$ cat config.mk
export PLATFORM = sky130hd
export DESIGN_NAME = pixel_shifter
export DESIGN_NICKNAME = d
export VERILOG_FILES = /design/src/rtl/pixel_shifter.sv
export SDC_FILE = /design/constraint.sdc
export NUM_CORES = 1
export LEC_CHECK = 0
export CAP_MARGIN = 5
export CORE_ASPECT_RATIO = 0.75
export CORE_MARGIN = 2
export CORE_UTILIZATION = 45
export DETAILED_ROUTE_END_ITERATION = 12
export HOLD_SLACK_MARGIN = 0.15
export PLACE_DENSITY_LB_ADDON = 0.12
export SKIP_CTS_REPAIR_TIMING = 1
export SYNTH_ARGS = -nofsm -noshare
export SYNTH_HDL_FRONTEND = slang
export SYNTH_SLANG_ARGS = --single-unit
$ cat constraint.sdc
create_clock -name dotclk_i -period 1.7 [get_ports dotclk_i]
set_clock_uncertainty 0.05 [all_clocks]
set_input_delay 0.34 -clock dotclk_i [delete_from_list [all_inputs] [get_ports dotclk_i]]
set_output_delay 0.34 -clock dotclk_i [all_outputs]
set_load 0.05 [all_outputs]
$ cat src/rtl/pixel_shifter.sv
// Serialises line-buffer words into 1bpp/2bpp palette indices and drives
// registered, blanked RGB towards the video DAC/encoder.
module pixel_shifter #(
    parameter int PAL_W = 12
) (
    input  logic             dotclk_i,
    input  logic             reset_ni,
    input  logic             scanline_en_i,
    input  logic             shift1_i,
    input  logic             shift2_i,
    input  logic             load_i,
    input  logic [15:0]      lb_dat_i,
    input  logic             pal_we_i,
    input  logic [1:0]       pal_adr_i,
    input  logic [PAL_W-1:0] pal_dat_i,
    output logic [1:0]       pix_idx_o,
    output logic [PAL_W-1:0] rgb_o,
    output logic             active_o
);

    // Defaults are 4:4:4 constants aligned to the top of the entry.
    function automatic logic [PAL_W-1:0] pal_default(input logic [11:0] v);
        logic [PAL_W+11:0] ext;
        ext = {v, {PAL_W{1'b0}}};
        return ext[PAL_W+11 -: PAL_W];
    endfunction

    logic [15:0]      sr_q;
    logic [PAL_W-1:0] pal_q [4];
    logic [1:0]       pix_idx;

    always_ff @(posedge dotclk_i or negedge reset_ni) begin
        if (!reset_ni) begin
            pal_q[0] <= pal_default(12'h000);
            pal_q[1] <= pal_default(12'hFFF);
            pal_q[2] <= pal_default(12'hF00);
            pal_q[3] <= pal_default(12'h00F);
        end else if (pal_we_i) begin
            pal_q[pal_adr_i] <= pal_dat_i;
        end
    end

    // No internal bit counter: an early load simply discards leftover bits.
    always_ff @(posedge dotclk_i or negedge reset_ni) begin
        if (!reset_ni) begin
            sr_q <= '0;
        end else if (load_i) begin
            sr_q <= lb_dat_i;
        end else if (shift2_i) begin
            sr_q <= {sr_q[13:0], 2'b00};
        end else if (shift1_i) begin
            sr_q <= {sr_q[14:0], 1'b0};
        end
    end

    always_comb begin
        pix_idx = 2'b00;
        if (shift2_i) begin
            pix_idx = sr_q[15:14];
        end else if (shift1_i) begin
            pix_idx = {1'b0, sr_q[15]};
        end
    end

    assign pix_idx_o = pix_idx;

    always_ff @(posedge dotclk_i or negedge reset_ni) begin
        if (!reset_ni) begin
            rgb_o    <= '0;
            active_o <= 1'b0;
        end else begin
            active_o <= scanline_en_i;
            rgb_o    <= scanline_en_i ? pal_q[pix_idx] : '0;
        end
    end

endmodule
==> metrics.txt <==
# TYPE chip_impl_metric gauge
chip_impl_metric{name="global_route.overflow_total",unit=""} 0
chip_impl_metric{name="dieArea",unit="mm^2"} 0.00847
chip_impl_metric{name="synth-edff-count",unit=""} 0
chip_impl_metric{name="async_flop_share",unit=""} 1.00
chip_impl_metric{name="detail_route.first_pass.iterations",unit=""} 4
chip_impl_metric{name="layout.nets",unit=""} 357
chip_impl_metric{name="grt_pass1_vias",unit=""} 2250
chip_impl_metric{name="routabilityCongestion",unit=""} 0.749
chip_impl_metric{name="max_capacitance_violation_count",unit=""} 0
chip_impl_metric{name="cts.reportedPaths.clkPinSlew",unit="ns"} 0.07
chip_impl_metric{name="clkLatencyLatePin",unit="ns"} 0.35
chip_impl_metric{name="power_density",unit="mW/mm^2"} 1100
chip_impl_metric{name="grt_first_pass_wirelength",unit="um"} 11900
chip_impl_metric{name="vdd_drop_max",unit="V"} 0.000690
chip_impl_metric{name="layout_worst_path_cycle_share",unit=""} 0.956
chip_impl_metric{name="ant_nets",unit=""} 0
chip_impl_info{name="layout_commonest_cell",value="sky130_fd_sc_hd__mux2_2"} 1
chip_impl_metric{name="setup_viol",unit=""} 0
chip_impl_metric{name="synth_fp_nets",unit=""} 289
chip_impl_info{name="critPathMostFrequentCell",value="sky130_fd_sc_hd__buf_12"} 1
chip_impl_info{name="status",value="finished, final reports clean"} 1
chip_impl_metric{name="die_y",unit="um"} 80.2
chip_impl_metric{name="post-route-min-period",unit="ns"} 1.62
chip_impl_metric{name="hold_viol_final",unit=""} 0
chip_impl_info{name="yosys.area.top_type",value="sky130_fd_sc_hd__dfrtp_1"} 1
chip_impl_metric{name="synth.avg_cell_area",unit="um^2"} 13.8
chip_impl_metric{name="port_buffers",unit=""} 51
chip_impl_info{name="crit_path_cell_trace",value="and2_1 -> buf_12 -> buf_12"} 1
chip_impl_metric{name="vias_per_cell",unit=""} 5.14
chip_impl_metric{name="antenna-diode-count",unit=""} 0
chip_impl_metric{name="antenna_found_initial",unit=""} 0
chip_impl_info{name="root_cell_of_the_clock_tree",value="sky130_fd_sc_hd__clkbuf_8"} 1
chip_impl_metric{name="drt_wl_total",unit="um"} 7140
chip_impl_metric{name="cts_inserted_buffers",unit=""} 9
chip_impl_metric{name="ios",unit=""} 52
chip_impl_metric{name="totalNegativeSetupSlack",unit="ns"} 0
chip_impl_metric{name="hpwlAfterDp",unit="um"} 5020
chip_impl_metric{name="slew-limit-headroom",unit=""} 0.538
chip_impl_metric{name="core-area",unit="mm^2"} 0.00743
chip_impl_metric{name="final_max_slew_viol_count",unit=""} 0
chip_impl_info{name="crit_slowest_cell",value="sky130_fd_sc_hd__dfrtp_1"} 1
chip_impl_metric{name="share_of_post_route_cells_with_drive_strength_above_1",unit=""} 0.434
chip_impl_metric{name="ys_seq_area_frac",unit=""} 0.560
chip_impl_info{name="synth_area_leaders",value="sky130_fd_sc_hd__dfrtp_1, sky130_fd_sc_hd__mux2_2, sky130_fd_sc_hd__dfstp_2"} 1
chip_impl_metric{name="multiInputGateArea",unit="mm^2"} 0.00142
chip_impl_metric{name="drc",unit=""} 0
chip_impl_metric{name="power.static_leakage",unit="nW"} 1.95
chip_impl_metric{name="largest_net_degree_at_the_start_of_global_routing",unit=""} 30
chip_impl_metric{name="die_w",unit="um"} 106
chip_impl_metric{name="synth_cell_types",unit=""} 24
chip_impl_metric{name="syn_inst",unit=""} 252
chip_impl_info{name="grt_setup_unrepaired",value="false"} 1
chip_impl_metric{name="ys_warn_count",unit=""} 0
chip_impl_metric{name="start_util",unit=""} 0.469
chip_impl_metric{name="clockBufferDepth",unit=""} 2
chip_impl_metric{name="drt_iter0_drc",unit=""} 56
chip_impl_metric{name="rows",unit=""} 27
chip_impl_metric{name="total_power",unit="mW"} 4.91
chip_impl_info{name="final_cell_mix",value="sky130_fd_sc_hd__mux2_2, sky130_fd_sc_hd__dfrtp_1, sky130_fd_sc_hd__clkdlybuf4s50_1, sky130_fd_sc_hd__buf_4, sky130_fd_sc_hd__mux2i_1"} 1
chip_impl_metric{name="drt-wirelength-per-cell",unit="um"} 16.7
chip_impl_metric{name="total_routing_usage_reported_by_global_routing",unit=""} 0.188
chip_impl_metric{name="max_freq",unit="MHz"} 615
chip_impl_info{name="startpoint_types",value="register"} 1
chip_impl_metric{name="max_slew.worst_pin.slew",unit="ns"} 0.693
chip_impl_metric{name="clock_tree.htree_level_count",unit=""} 3
chip_impl_metric{name="final-instance-count-excl-fill",unit=""} 426
chip_impl_metric{name="syn2layout_area_growth",unit="%"} 28.6
chip_impl_info{name="timing_worst_setup_path_type",value="reg -> out"} 1
chip_impl_metric{name="filler_cell_count",unit=""} 589
chip_impl_info{name="endpoint_type_of_the_worst_setup_path",value="output port"} 1
chip_impl_metric{name="placedCellCount",unit=""} 409
chip_impl_metric{name="cp.arrival",unit="ns"} 1.23
chip_impl_metric{name="max_stage_delay",unit="ns"} 0.41
chip_impl_metric{name="yosys_register_bits",unit=""} 77
chip_impl_metric{name="seq_area",unit="mm^2"} 0.00195
chip_impl_metric{name="tritoncts_num_sinks",unit=""} 77
chip_impl_metric{name="syn_area",unit="mm^2"} 0.00348
chip_impl_metric{name="critical_path.max_fanout",unit=""} 13
chip_impl_metric{name="synth_largest_type_area_fraction",unit=""} 0.409
chip_impl_metric{name="vias",unit=""} 2188
chip_impl_info{name="tritoncts",value="built"} 1
chip_impl_info{name="hold_path.class",value="in -> async"} 1
chip_impl_metric{name="worst-endpoint-required",unit="ns"} 1.31
chip_impl_info{name="synth_flop_cell",value="sky130_fd_sc_hd__dfrtp_1"} 1
==> cells in the mapped netlist, types with 2 or more instances <==
cell type,number
sky130_fd_sc_hd__a21boi_0,12
sky130_fd_sc_hd__buf_2,7
sky130_fd_sc_hd__buf_4,3
sky130_fd_sc_hd__buf_6,4
sky130_fd_sc_hd__clkbuf_1,3
sky130_fd_sc_hd__dfrtp_1,57
sky130_fd_sc_hd__dfstp_2,20
sky130_fd_sc_hd__mux2_2,61
sky130_fd_sc_hd__mux2i_1,27
sky130_fd_sc_hd__nand2_1,18
sky130_fd_sc_hd__nand3b_1,2
sky130_fd_sc_hd__o21ai_0,16
sky130_fd_sc_hd__o221a_1,10
sky130_fd_sc_hd__o221a_2,2
==> worst paths after layout <==
| check | from | to | slack (ns) | depth (start not counted) |
|---|---|---|---|---|
| worst max register to register | sr_q[14] | rgb_o[0] | 0.25 | 3 |
| max in group asynchronous | reset_ni | pal_q[24] | 0.63 | 3 |
| min in group dotclk_i | pal_q[15] | pal_q[15] | 0.46 | 1 |
| worst max-delay path | sr_q[15] | pix_idx_o[1] | 0.08 | 3 |
| worst min-delay path | reset_ni | pal_q[11] | 0.39 | 2 |
| worst min register to register | pal_q[15] | pal_q[15] | 0.46 | 1 |
==> cell families after synthesis <==
group	after synthesis	synth area share
mux	89	0.278
flops	77	0.560
compound gates	43	0.0948
simple gates	25	0.0334
buf+inv	18	0.0337
==> critical path, delay by kind of cell, from the launching register on <==
kind	cells	cell delay, ns
buffers and inverters	2	0.29
flip-flops	1	0.41
AND/OR/NAND/NOR	1	0.18
==> where the power goes <==
group / switching (mW) / internal [mW]
Clock: 0.634 / 0.879
Combinational: 0.506 / 0.535
Sequential: 0.163 / 2.20
==> flip-flops by register name, summed over array words and instances (netlist names) <==
register / count
active_o: 1
sr_q: 16
rgb_o: 12
pal_q: 48
==> stage by stage <==
stage / area [um^2] / util / hold slack (ns) / setup WS, ns
3_3_place_gp: 4230 / 0.570 / 0.229 / -0.285
2_1_floorplan: 3480 / - / -0.00559 / 0.0719
4_1_cts: 4460 / 0.601 / -0.164 / -0.135
3_5_place_dp: 4230 / 0.570 / 0.226 / -0.324
5_1_grt: 4480 / 0.603 / 0.405 / 0.000318
6_report: 4480 / 0.603 / 0.387 / 0.0753
==> area by class of cell <==
cell class / instances / area share
Clock buffer: 14 / 0.0430
Clock inverter: 2 / 0.00838
Inverter: 1 / 0.000838
Multi-Input combinational cell: 157 / 0.317
Sequential cell: 77 / 0.436
Tap cell: 101 / 0.0282
Timing Repair Buffer: 74 / 0.168
==> metal layers <==
metal / wire [um] / global-route usage / up-vias / part of all wire
li1: - / - / 1052 / -
met1: 3550 / 0.261 / 1082 / 0.50
met2: 3180 / 0.281 / 44 / 0.45
met3: 324 / 0.0593 / 10 / 0.045
met4: 84 / 0.0592 / 0 / 0.012
met5: 0 / 0 / - / 0
No activity file was read; power rests on OpenSTA's default activity.
